$ cat src/rtl/alu_rsv_station_if.sv
// Issue / CDB / dispatch bundle for the ALU reservation station.
// master = decoder/ROB/CDB side, slave = the station itself.
interface alu_rsv_station_if #(
  parameter int ROBID_W = 4,
  parameter int OPID_W  = 6
);
  logic               issue_valid;
  logic [OPID_W-1:0]  issue_op_id;
  logic [31:0]        issue_pc;
  logic [31:0]        issue_imm;
  logic [ROBID_W-1:0] issue_rob_id;
  logic [31:0]        issue_vj;
  logic [31:0]        issue_vk;
  logic               issue_qj_busy;
  logic               issue_qk_busy;
  logic [ROBID_W-1:0] issue_qj;
  logic [ROBID_W-1:0] issue_qk;
  logic               rs_full;

  logic               cdb_alu_valid;
  logic [ROBID_W-1:0] cdb_alu_rob_id;
  logic [31:0]        cdb_alu_value;
  logic               cdb_lsb_valid;
  logic [ROBID_W-1:0] cdb_lsb_rob_id;
  logic [31:0]        cdb_lsb_value;

  logic               alu_valid;
  logic [OPID_W-1:0]  alu_op_id;
  logic [31:0]        alu_pc;
  logic [31:0]        alu_rs1;
  logic [31:0]        alu_rs2;
  logic [31:0]        alu_imm;
  logic [ROBID_W-1:0] alu_rob_id;

  logic               roll_back;

  modport master (
    output issue_valid, issue_op_id, issue_pc, issue_imm, issue_rob_id,
           issue_vj, issue_vk, issue_qj_busy, issue_qk_busy, issue_qj, issue_qk,
           cdb_alu_valid, cdb_alu_rob_id, cdb_alu_value,
           cdb_lsb_valid, cdb_lsb_rob_id, cdb_lsb_value, roll_back,
    input  rs_full, alu_valid, alu_op_id, alu_pc, alu_rs1, alu_rs2, alu_imm, alu_rob_id
  );

  modport slave (
    input  issue_valid, issue_op_id, issue_pc, issue_imm, issue_rob_id,
           issue_vj, issue_vk, issue_qj_busy, issue_qk_busy, issue_qj, issue_qk,
           cdb_alu_valid, cdb_alu_rob_id, cdb_alu_value,
           cdb_lsb_valid, cdb_lsb_rob_id, cdb_lsb_value, roll_back,
    output rs_full, alu_valid, alu_op_id, alu_pc, alu_rs1, alu_rs2, alu_imm, alu_rob_id
  );
endinterface

$ cat src/rtl/alu_rsv_station.sv
// ALU reservation station: tag wakeup from two CDBs, lowest-index allocate/dispatch.
// Optional ALU_RSV_STATION_PERF_CNT_EN adds dispatch and full-cycle counters.
module alu_rsv_station #(
  parameter int ENTRY_NUM = 8,
  parameter int ROBID_W   = 4,
  parameter int OPID_W    = 6
) (
  input  logic               clk,
  input  logic               rst,
  input  logic               rdy,
  alu_rsv_station_if.slave   io,
  output logic [31:0]        perf_dispatch_cnt,
  output logic [31:0]        perf_full_cnt
);
  localparam int IDX_W = $clog2(ENTRY_NUM);

  typedef struct packed {
    logic               busy;
    logic [OPID_W-1:0]  op_id;
    logic [31:0]        pc;
    logic [31:0]        imm;
    logic [ROBID_W-1:0] rob_id;
    logic [31:0]        vj;
    logic [31:0]        vk;
    logic               qj_busy;
    logic [ROBID_W-1:0] qj;
    logic               qk_busy;
    logic [ROBID_W-1:0] qk;
  } ent_t;

  typedef struct packed {
    logic               valid;
    logic [OPID_W-1:0]  op_id;
    logic [31:0]        pc;
    logic [31:0]        rs1;
    logic [31:0]        rs2;
    logic [31:0]        imm;
    logic [ROBID_W-1:0] rob_id;
  } disp_t;

  ent_t [ENTRY_NUM-1:0] ent_q, ent_d;
  disp_t                alu_q, alu_d;
  logic [ENTRY_NUM-1:0] busy_vec;
  logic [IDX_W-1:0]     free_idx, disp_idx;
  logic                 any_rdy, rs_full;

  logic               cdb_a_v, cdb_l_v;
  logic [ROBID_W-1:0] cdb_a_id, cdb_l_id;
  logic [31:0]        cdb_a_val, cdb_l_val;

  assign cdb_a_v   = io.cdb_alu_valid;
  assign cdb_a_id  = io.cdb_alu_rob_id;
  assign cdb_a_val = io.cdb_alu_value;
  assign cdb_l_v   = io.cdb_lsb_valid;
  assign cdb_l_id  = io.cdb_lsb_rob_id;
  assign cdb_l_val = io.cdb_lsb_value;

  // Returns {still_busy, value}; the ALU bus wins when both buses carry the tag.
  function automatic logic [32:0] wake(input logic busy, input logic [ROBID_W-1:0] tag,
                                       input logic [31:0] v);
    wake = {busy, v};
    if (busy && cdb_a_v && cdb_a_id == tag)      wake = {1'b0, cdb_a_val};
    else if (busy && cdb_l_v && cdb_l_id == tag) wake = {1'b0, cdb_l_val};
  endfunction

  // Descending scan so the last hit is the lowest index.
  always_comb begin
    busy_vec = '0;
    free_idx = '0;
    disp_idx = '0;
    any_rdy  = 1'b0;
    for (int i = ENTRY_NUM - 1; i >= 0; i--) begin
      busy_vec[i] = ent_q[i].busy;
      if (!ent_q[i].busy) free_idx = IDX_W'(i);
      if (ent_q[i].busy && !ent_q[i].qj_busy && !ent_q[i].qk_busy) begin
        disp_idx = IDX_W'(i);
        any_rdy  = 1'b1;
      end
    end
  end

  assign rs_full = &busy_vec;

  always_comb begin
    ent_d = ent_q;
    alu_d = alu_q;
    if (rdy) begin
      alu_d.valid = 1'b0;
      if (io.roll_back) begin
        for (int i = 0; i < ENTRY_NUM; i++) ent_d[i].busy = 1'b0;
      end else begin
        for (int i = 0; i < ENTRY_NUM; i++) begin
          if (ent_q[i].busy) begin
            {ent_d[i].qj_busy, ent_d[i].vj} = wake(ent_q[i].qj_busy, ent_q[i].qj, ent_q[i].vj);
            {ent_d[i].qk_busy, ent_d[i].vk} = wake(ent_q[i].qk_busy, ent_q[i].qk, ent_q[i].vk);
          end
        end
        // Readiness comes from registered state, so a wakeup this cycle dispatches next cycle.
        if (any_rdy) begin
          alu_d.valid  = 1'b1;
          alu_d.op_id  = ent_q[disp_idx].op_id;
          alu_d.pc     = ent_q[disp_idx].pc;
          alu_d.rs1    = ent_q[disp_idx].vj;
          alu_d.rs2    = ent_q[disp_idx].vk;
          alu_d.imm    = ent_q[disp_idx].imm;
          alu_d.rob_id = ent_q[disp_idx].rob_id;
          ent_d[disp_idx].busy = 1'b0;
        end
        // free_idx is never busy in ent_q, so it cannot collide with the dispatched slot.
        if (io.issue_valid && !rs_full) begin
          ent_d[free_idx].busy    = 1'b1;
          ent_d[free_idx].op_id   = io.issue_op_id;
          ent_d[free_idx].pc      = io.issue_pc;
          ent_d[free_idx].imm     = io.issue_imm;
          ent_d[free_idx].rob_id  = io.issue_rob_id;
          ent_d[free_idx].qj      = io.issue_qj;
          ent_d[free_idx].qk      = io.issue_qk;
          {ent_d[free_idx].qj_busy, ent_d[free_idx].vj} = wake(io.issue_qj_busy, io.issue_qj, io.issue_vj);
          {ent_d[free_idx].qk_busy, ent_d[free_idx].vk} = wake(io.issue_qk_busy, io.issue_qk, io.issue_vk);
        end
      end
    end
  end

  always_ff @(posedge clk) begin
    if (rst) begin
      ent_q <= '0;
      alu_q <= '0;
    end else begin
      ent_q <= ent_d;
      alu_q <= alu_d;
    end
  end

  assign io.rs_full    = rs_full;
  assign io.alu_valid  = alu_q.valid;
  assign io.alu_op_id  = alu_q.op_id;
  assign io.alu_pc     = alu_q.pc;
  assign io.alu_rs1    = alu_q.rs1;
  assign io.alu_rs2    = alu_q.rs2;
  assign io.alu_imm    = alu_q.imm;
  assign io.alu_rob_id = alu_q.rob_id;

`ifdef ALU_RSV_STATION_PERF_CNT_EN
  logic [31:0] perf_dispatch_cnt_q, perf_dispatch_cnt_d;
  logic [31:0] perf_full_cnt_q, perf_full_cnt_d;

  always_comb begin
    perf_dispatch_cnt_d = perf_dispatch_cnt_q;
    perf_full_cnt_d     = perf_full_cnt_q;
    if (rdy && !io.roll_back && any_rdy) perf_dispatch_cnt_d = perf_dispatch_cnt_q + 32'd1;
    if (rdy && rs_full)                  perf_full_cnt_d     = perf_full_cnt_q + 32'd1;
  end

  always_ff @(posedge clk) begin
    if (rst) begin
      perf_dispatch_cnt_q <= '0;
      perf_full_cnt_q     <= '0;
    end else begin
      perf_dispatch_cnt_q <= perf_dispatch_cnt_d;
      perf_full_cnt_q     <= perf_full_cnt_d;
    end
  end

  assign perf_dispatch_cnt = perf_dispatch_cnt_q;
  assign perf_full_cnt     = perf_full_cnt_q;
`else
  assign perf_dispatch_cnt = 32'd0;
  assign perf_full_cnt     = 32'd0;
`endif
endmodule

$ cat src/flat_wrapper.sv
// flat-port wrapper written by rule: the top's interface ports become plain ports
module alu_rsv_station_flat 
#(
  parameter int ENTRY_NUM = 8,
  parameter int ROBID_W   = 4,
  parameter int OPID_W    = 6
)
  (clk, rst, rdy, perf_dispatch_cnt, perf_full_cnt, io_issue_valid, io_issue_op_id, io_issue_pc, io_issue_imm, io_issue_rob_id, io_issue_vj, io_issue_vk, io_issue_qj_busy, io_issue_qk_busy, io_issue_qj, io_issue_qk, io_cdb_alu_valid, io_cdb_alu_rob_id, io_cdb_alu_value, io_cdb_lsb_valid, io_cdb_lsb_rob_id, io_cdb_lsb_value, io_roll_back, io_rs_full, io_alu_valid, io_alu_op_id, io_alu_pc, io_alu_rs1, io_alu_rs2, io_alu_imm, io_alu_rob_id);
  alu_rsv_station_if #(.ROBID_W(ROBID_W), .OPID_W(OPID_W)) io_i ();
  input  logic clk;
  input  logic rst;
  input  logic rdy;
  output logic [31:0] perf_dispatch_cnt;
  output logic [31:0] perf_full_cnt;
  input wire logic [$bits(io_i.issue_valid)-1:0] io_issue_valid;
  input wire logic [$bits(io_i.issue_op_id)-1:0] io_issue_op_id;
  input wire logic [$bits(io_i.issue_pc)-1:0] io_issue_pc;
  input wire logic [$bits(io_i.issue_imm)-1:0] io_issue_imm;
  input wire logic [$bits(io_i.issue_rob_id)-1:0] io_issue_rob_id;
  input wire logic [$bits(io_i.issue_vj)-1:0] io_issue_vj;
  input wire logic [$bits(io_i.issue_vk)-1:0] io_issue_vk;
  input wire logic [$bits(io_i.issue_qj_busy)-1:0] io_issue_qj_busy;
  input wire logic [$bits(io_i.issue_qk_busy)-1:0] io_issue_qk_busy;
  input wire logic [$bits(io_i.issue_qj)-1:0] io_issue_qj;
  input wire logic [$bits(io_i.issue_qk)-1:0] io_issue_qk;
  input wire logic [$bits(io_i.cdb_alu_valid)-1:0] io_cdb_alu_valid;
  input wire logic [$bits(io_i.cdb_alu_rob_id)-1:0] io_cdb_alu_rob_id;
  input wire logic [$bits(io_i.cdb_alu_value)-1:0] io_cdb_alu_value;
  input wire logic [$bits(io_i.cdb_lsb_valid)-1:0] io_cdb_lsb_valid;
  input wire logic [$bits(io_i.cdb_lsb_rob_id)-1:0] io_cdb_lsb_rob_id;
  input wire logic [$bits(io_i.cdb_lsb_value)-1:0] io_cdb_lsb_value;
  input wire logic [$bits(io_i.roll_back)-1:0] io_roll_back;
  output wire logic [$bits(io_i.rs_full)-1:0] io_rs_full;
  output wire logic [$bits(io_i.alu_valid)-1:0] io_alu_valid;
  output wire logic [$bits(io_i.alu_op_id)-1:0] io_alu_op_id;
  output wire logic [$bits(io_i.alu_pc)-1:0] io_alu_pc;
  output wire logic [$bits(io_i.alu_rs1)-1:0] io_alu_rs1;
  output wire logic [$bits(io_i.alu_rs2)-1:0] io_alu_rs2;
  output wire logic [$bits(io_i.alu_imm)-1:0] io_alu_imm;
  output wire logic [$bits(io_i.alu_rob_id)-1:0] io_alu_rob_id;
  assign io_i.issue_valid = io_issue_valid;
  assign io_i.issue_op_id = io_issue_op_id;
  assign io_i.issue_pc = io_issue_pc;
  assign io_i.issue_imm = io_issue_imm;
  assign io_i.issue_rob_id = io_issue_rob_id;
  assign io_i.issue_vj = io_issue_vj;
  assign io_i.issue_vk = io_issue_vk;
  assign io_i.issue_qj_busy = io_issue_qj_busy;
  assign io_i.issue_qk_busy = io_issue_qk_busy;
  assign io_i.issue_qj = io_issue_qj;
  assign io_i.issue_qk = io_issue_qk;
  assign io_i.cdb_alu_valid = io_cdb_alu_valid;
  assign io_i.cdb_alu_rob_id = io_cdb_alu_rob_id;
  assign io_i.cdb_alu_value = io_cdb_alu_value;
  assign io_i.cdb_lsb_valid = io_cdb_lsb_valid;
  assign io_i.cdb_lsb_rob_id = io_cdb_lsb_rob_id;
  assign io_i.cdb_lsb_value = io_cdb_lsb_value;
  assign io_i.roll_back = io_roll_back;
  assign io_rs_full = io_i.rs_full;
  assign io_alu_valid = io_i.alu_valid;
  assign io_alu_op_id = io_i.alu_op_id;
  assign io_alu_pc = io_i.alu_pc;
  assign io_alu_rs1 = io_i.alu_rs1;
  assign io_alu_rs2 = io_i.alu_rs2;
  assign io_alu_imm = io_i.alu_imm;
  assign io_alu_rob_id = io_i.alu_rob_id;
  alu_rsv_station #(.ENTRY_NUM(ENTRY_NUM), .ROBID_W(ROBID_W), .OPID_W(OPID_W)) u_core (.clk(clk), .rst(rst), .rdy(rdy), .io(io_i), .perf_dispatch_cnt(perf_dispatch_cnt), .perf_full_cnt(perf_full_cnt));
endmodule
$ cat config.mk
export PLATFORM = sky130hd
export DESIGN_NAME = alu_rsv_station_flat
export DESIGN_NICKNAME = d
export VERILOG_FILES = /design/src/rtl/alu_rsv_station_if.sv /design/src/rtl/alu_rsv_station.sv /design/src/flat_wrapper.sv
export SDC_FILE = /design/constraint.sdc
export NUM_CORES = 2
export LEC_CHECK = 0
export ABC_AREA = 0
export CORE_AREA = 2 2 495 399
export CTS_CLUSTER_SIZE = 10
export DETAILED_ROUTE_END_ITERATION = 12
export DIE_AREA = 0 0 497 401
export PLACE_DENSITY = 0.49
export REMOVE_ABC_BUFFERS = 1
export SETUP_SLACK_MARGIN = 0.05
export SLEW_MARGIN = 15
export SYNTH_ARGS = -nofsm -noshare
export SYNTH_HDL_FRONTEND = slang
export SYNTH_SLANG_ARGS = --single-unit
export TNS_END_PERCENT = 1
$ cat constraint.sdc
create_clock -name clk -period 4.2 [get_ports clk]
set_input_delay 0.42 -clock clk [delete_from_list [all_inputs] [get_ports clk]]
set_output_delay 0.42 -clock clk [all_outputs]
set_load 0.01 [all_outputs]
---- Yosys cells after proc, flatten, opt, wreduce, memory -nomap -nowiden ----
Index checks and enable logic that the tools add are counted.
operators by class
  div/mod/pow operators ................... 0
  shifts and indexed selects .............. 0
  bitwise operators ....................... 1
  $add $sub $neg .......................... 0
  magnitude comparators ................... 4
  mux-type cells .......................... 166
  eq/ne operators ......................... 36
  multiply operators ...................... 0
  reduce and logical (&&, ||, !) cells .... 111
operators by type and width
  kind                number
  $bwmux 1192         12
  $demux 149 s3       12
  $mux 1192           4
  $mux 65             24
  $mux 33             42
  $bmux 149 s3        1
  $mux 149            2
  $mux 148            2
  $mux 139            2
  $eq 4x4->1          36
  $mux 142            1
  $mux 110            1
  $logic_and 1x1->1   91
  $mux 78             1
  $mux 74             1
  $mux 3              16
  $mux 42             1
  $mux 1              40
  $logic_not 1->1     17
  $mux 10             1
  $mux 9              1
  $lt 3x4->1 const B  2
  $reduce_and 8->1    1
  $ge 3x1->1 const B  2
  other kinds (5)     5
storage, ports and cells
  memories kept ........................... 0
  word-level logic and storage cells ...... 413
  flip-flop bits (word level) ............. 1331
  bits in latches ......................... 0
  RAM bits ................................ 0
  bits in read-only memories .............. 0

---- Longest topological paths before layout ----
  word-level depth ........................ 32
  mapped depth ............................ 11
  depth with buffers taken out ............ 6

---- Worst setup path after synthesis ----
OpenSTA, ideal clock, no wires.
  path type ............................... input to register
  from .................................... input port io_cdb_alu_rob_id[3]
  to ...................................... register u_core.ent_q[662] (netlist name)
  stages on the path ...................... 9
  arrival ................................. 2438 ps
  setup time .............................. 61 ps
  path slack .............................. 1701 ps
  cell sequence ........................... buf_2 > buf_2 > xnor2_1 > nand3_1 > or2_2 > a21o_1 > a21oi_1 > buf_2 > a32o_1
on the way
  word-level cells in the longest chain between the ends .. 22
  elaborated cells on any way between the ends .. 28
  classes of those cells .................. 2 x eq/ne; 24 x mux; 2 x reduce/logical
RTL lines
  what                      RTL line                RTL
  start: declaration        flat_wrapper.sv:27      input wire logic [$bits(io_i.cdb_alu_rob_id)-1:0] io_cdb_alu_rob_id;
  $eq 4x4->1                alu_rsv_station.sv:62   if (busy && cdb_a_v && cdb_a_id == tag) wake = {1'b0, cdb_a_val};
  $logic_and 1x1->1         alu_rsv_station.sv:62
  $mux 33                   alu_rsv_station.sv:62
  $mux 65                   alu_rsv_station.sv:93   if (ent_q[i].busy) begin
  $mux 65                   alu_rsv_station.sv:89   if (io.roll_back) begin
  $mux 65                   alu_rsv_station.sv:87   if (rdy) begin
  $bwmux 1192               alu_rsv_station.sv:107  ent_d[disp_idx].busy = 1'b0;
  $mux 1192                 alu_rsv_station.sv:99   if (any_rdy) begin
  [... 4 more ...]          -
  $bwmux 1192               alu_rsv_station.sv:113  ent_d[free_idx].pc = io.issue_pc;
  $bwmux 1192               alu_rsv_station.sv:114  ent_d[free_idx].imm = io.issue_imm;
  $bwmux 1192               alu_rsv_station.sv:115  ent_d[free_idx].rob_id = io.issue_rob_id;
  $bwmux 1192               alu_rsv_station.sv:116  ent_d[free_idx].qj = io.issue_qj;
  $bwmux 1192               alu_rsv_station.sv:117  ent_d[free_idx].qk = io.issue_qk;
  $bwmux 1192 (2 in a row)  alu_rsv_station.sv:118  {ent_d[free_idx].qj_busy, ent_d[free_idx].vj} = wake(io.issue_qj_busy, io.issue_qj, io.issue_vj);
  $bwmux 1192 (2 in a row)  alu_rsv_station.sv:119  {ent_d[free_idx].qk_busy, ent_d[free_idx].vk} = wake(io.issue_qk_busy, io.issue_qk, io.issue_vk);
  $mux 1192 *               alu_rsv_station.sv:110  if (io.issue_valid && !rs_full) begin
  end signal: assignment    alu_rsv_station.sv:130  ent_q <= ent_d;
  end: declaration          alu_rsv_station.sv:41   ent_t [ENTRY_NUM-1:0] ent_q, ent_d;
Every way passes the cells marked *; elsewhere a longest branch is shown, timed or not. The select of a mux whose other input is x is not followed.
A chain may end at the register's enable or synchronous reset.

---- Worst setup path in the final report ----
  from .................................... register u_core.ent_q (netlist bit u_core.busy_vec[5])
  to ...................................... output port io_rs_full
on the way
  word-level cells in the longest chain between the ends .. 1
RTL lines
  what              RTL line               RTL
  $reduce_and 8->1  alu_rsv_station.sv:82  assign rs_full = &busy_vec;
  end: declaration  flat_wrapper.sv:33     output wire logic [$bits(io_i.rs_full)-1:0] io_rs_full;
Every way passes these cells.

==> results.cfg <==
[run_status]
status = finished, final reports clean

[yosys]
synthCells = 8370
yosys.area.top_type = dfxtp_1
yosys_warnings = 0
synth_seq_cells = 1331
synthTopCellsByArea = dfxtp_1 40%, nand2_1 9.8%, a21oi_1 7.8%, clkbuf_1 4.5%, o2bb2ai_1 3.2%
synth-edff-count = 0
post_synth.cell_area_avg_um2 = 7.86
yosysSeqAreaShare = 0.405
mappedNetlistArea_mm2 = 0.0658
synth_top_cell_area_share = 0.405
async_reset_ff_frac = 0
synth_cell_types = 81
synth_ff_type = dfxtp_1

[hold_path]
hp-start = rst
hp-class = in -> reg

[critical_path]
crit_required_ns = 3.78
crit_fanout = 11
r2r-start = u_core.busy_vec[0]$_SDFFE_PP0P_
worst_ep_arrival_time_ns = 3.31
critical_path.cell_chain = nand4_1 > nor3_1 > clkdlybuf4s50_1
cp-end-kind = output port
path_buf_inv = 1
worst-setup-path-type = reg -> out
cp-start-kind = flop
path_delay_family = simple AND/OR/NAND/NOR gates
slowest_stage = nor3_1
cp-startpoint = u_core.busy_vec[5]$_SDFFE_PP0P_
slowest_delay_ns = 0.77

[floorplanning]
start_util = 0.339
design.core.area_mm2 = 0.194
die_h_um = 401
io_pins = 431
dieArea_mm2 = 0.199
num_rows = 145
die_w_um = 497

[layout]
layout_commonest_cell = nand2_1
nFillCells = 19634
finalNetCount = 8461
drive_gt1_frac = 0.0908
multi_input_area_mm2 = 0.0350
regArea_mm2 = 0.0266
area_growth_pct = 17.5
final_cell_mix = 1710 x nand2_1, 1331 x dfxtp_1, 1012 x a21oi_1, 388 x nor3_1, 365 x clkdlybuf4s50_1

[routing]
drt_iter0_drc = 10823
viasPerCell = 6.43
first_pass_iters = 11
wl_per_cell_um = 30.9
antenna_left = 0
totalWireLength_mm = 336
drc = 0
vias = 70062

[global_route]
grt_max_degree = 190
grt.busiest_layer = met2
first_global_vias = 65591
overflow = 0
grtUsageMet2 = 0.462
track_usage = 0.319
use_met1 = 0.444
grtUsageMet3 = 0.0768
grt_first_pass_wirelength_mm = 476
grt_antenna_before_repair = 20

[clock_tree]
cts.clk_slew.worst_paths_ns = 0.06
numCtsBuffers = 159
cts_setup_buffers = 0
h-tree-depth = 4
clockBufferDepth = 3
clock-sinks = 1331
clkLatencyLatePin_ns = 0.85
hold_buffers = 0
cts_resized = 0
cts_tree = built
cts-root-buf = clkbuf_16

[sta]
min_period_over_period = 0.888
finalHoldViolations = 0
timing.fmax_mhz = 268
setup_viol = 0
slew_headroom = 0.155
finalCriticalPeriod_ns = 3.73
fin_skew_ns = 0.0688
rsz0062_at_grt = false
worstMarginPinSlew_ns = 1.27
hold_ws_ns = 0.121
slew_viol_final = 0

[placed_design]
hpwl_mm = 198
gp_congestion = 0.943
portBuffers = 366

[pwr]
power.density_mw_per_mm2 = 367
netSwitchingPower_mw = 7.51
power_mw = 28.3
clkPwrFrac = 0.469
p_leak_nw = 25.0
peakVddDrop_mv = 0.387
pwr-share-seq = 0.449
p_comb_frac = 0.082
p_int_mw = 20.8
switching_share = 0.265

[job]
cap_violations = 0
## sequential cells by signal, summed over array words and instances, names as in the netlist
| signal | cells |
|---|---|
| u_core.busy_vec | 8 |
| u_core.io.alu_rs2 | 32 |
| u_core.io.alu_imm | 32 |
| u_core.io.alu_valid | 1 |
| u_core.io.alu_pc | 32 |
| u_core.ent_q | 1184 |
| u_core.io.alu_rob_id | 4 |
| u_core.io.alu_op_id | 6 |
| u_core.io.alu_rs1 | 32 |
## final timing paths
kind,cells after the start,slack (ns),to
max reg2reg,8,0.54,u_core.ent_q[762]$_SDFFE_PP0P_
min,2,0.12,u_core.ent_q[1050]$_SDFFE_PP0P_
min reg2reg,2,0.44,u_core.ent_q[954]$_SDFFE_PP0P_
max,3,0.47,io_rs_full
## layer usage
metal | routed length [um] | part of all wire | vias up
met2 | 141000 | 0.42 | 4687
met4 | 15600 | 0.046 | 10
met5 | 137 | 0.00041 | -
met3 | 37700 | 0.11 | 835
li1 | - | - | 30195
met1 | 142000 | 0.42 | 34335
## cell families (layout without fill, tap and decap cells)
| family | Yosys count | count (layout) | share of synthesized area |
|---|---|---|---|
| and+or+nand+nor | 2762 | 2762 | 0.180 |
| buffers and inverters | 1173 | 1044 | 0.0766 |
| muxes | 73 | 73 | 0.0120 |
| other | 1 | 76 | 0.0000570 |
| DFF | 1331 | 1331 | 0.405 |
| xor gates and xnor gates | 115 | 115 | 0.0153 |
| AOI/OAI and AO/OA | 2915 | 2915 | 0.311 |
## cell type report
type | count | area share
multi-input cells | 5929 | 0.453
flip-flops and latches | 1331 | 0.345
repair buffers | 713 | 0.0944
clock buffers | 214 | 0.0567
well taps | 2572 | 0.0416
inverters | 100 | 0.00492
clock inverters | 17 | 0.00450
diodes | 12 | 0.000388
## metrics by stage
step / util / instances / setup TNS [ns] / worst slack [ns] / instance area (um2)
2_1_floorplan: - / 7360 / -2148.74 / -7.52 / 61400
3_3_place_gp: 0.373 / 10645 / 0 / 0.400 / 72600
3_5_place_dp: 0.373 / 10645 / 0 / 0.353 / 72600
4_1_cts: 0.398 / 10876 / 0 / 0.478 / 77300
5_1_grt: 0.398 / 10886 / 0 / 0.498 / 77300
6_report: 0.398 / 10888 / 0 / 0.472 / 77300
## power groups by stage
stage / Sequential, mW / Combinational (mW) / Clock (mW)
2_1_floorplan: 13.0 / 0.849 / 0
3_5_place_dp: 13.0 / 2.22 / 0
3_3_place_gp: 13.0 / 2.22 / 0
4_1_cts: 12.7 / 2.23 / 13.5
6_report: 12.7 / 2.32 / 13.3
5_1_grt: 12.7 / 2.39 / 13.9
## Yosys cell counts (18+ instances only)
cell type / number
and2_1: 40
a21oi_1: 1021
nand3_1: 172
xnor2_1: 57
a31oi_1: 66
nand2_1: 1716
buf_2: 90
o31ai_1: 171
nor3_1: 393
inv_1: 99
nand4_1: 51
o221ai_1: 152
clkbuf_1: 793
nor2_1: 205
xor2_1: 58
a221oi_1: 148
o22a_1: 68
o21a_1: 40
a222oi_1: 140
nor4_1: 24
dfxtp_1: 1331
o21ai_0: 213
o2bb2ai_1: 240
a22oi_1: 124
and3_1: 25
mux2_2: 48
a32o_1: 86
mux2i_1: 25
a211oi_1: 123
o32ai_1: 21
a2bb2oi_1: 18
a22o_1: 93
o22ai_1: 40
buf_1: 49
o311ai_0: 33
nor2b_1: 36
buf_4: 141
o221a_2: 52
Note: power is estimated with default switching activity, not from simulation.
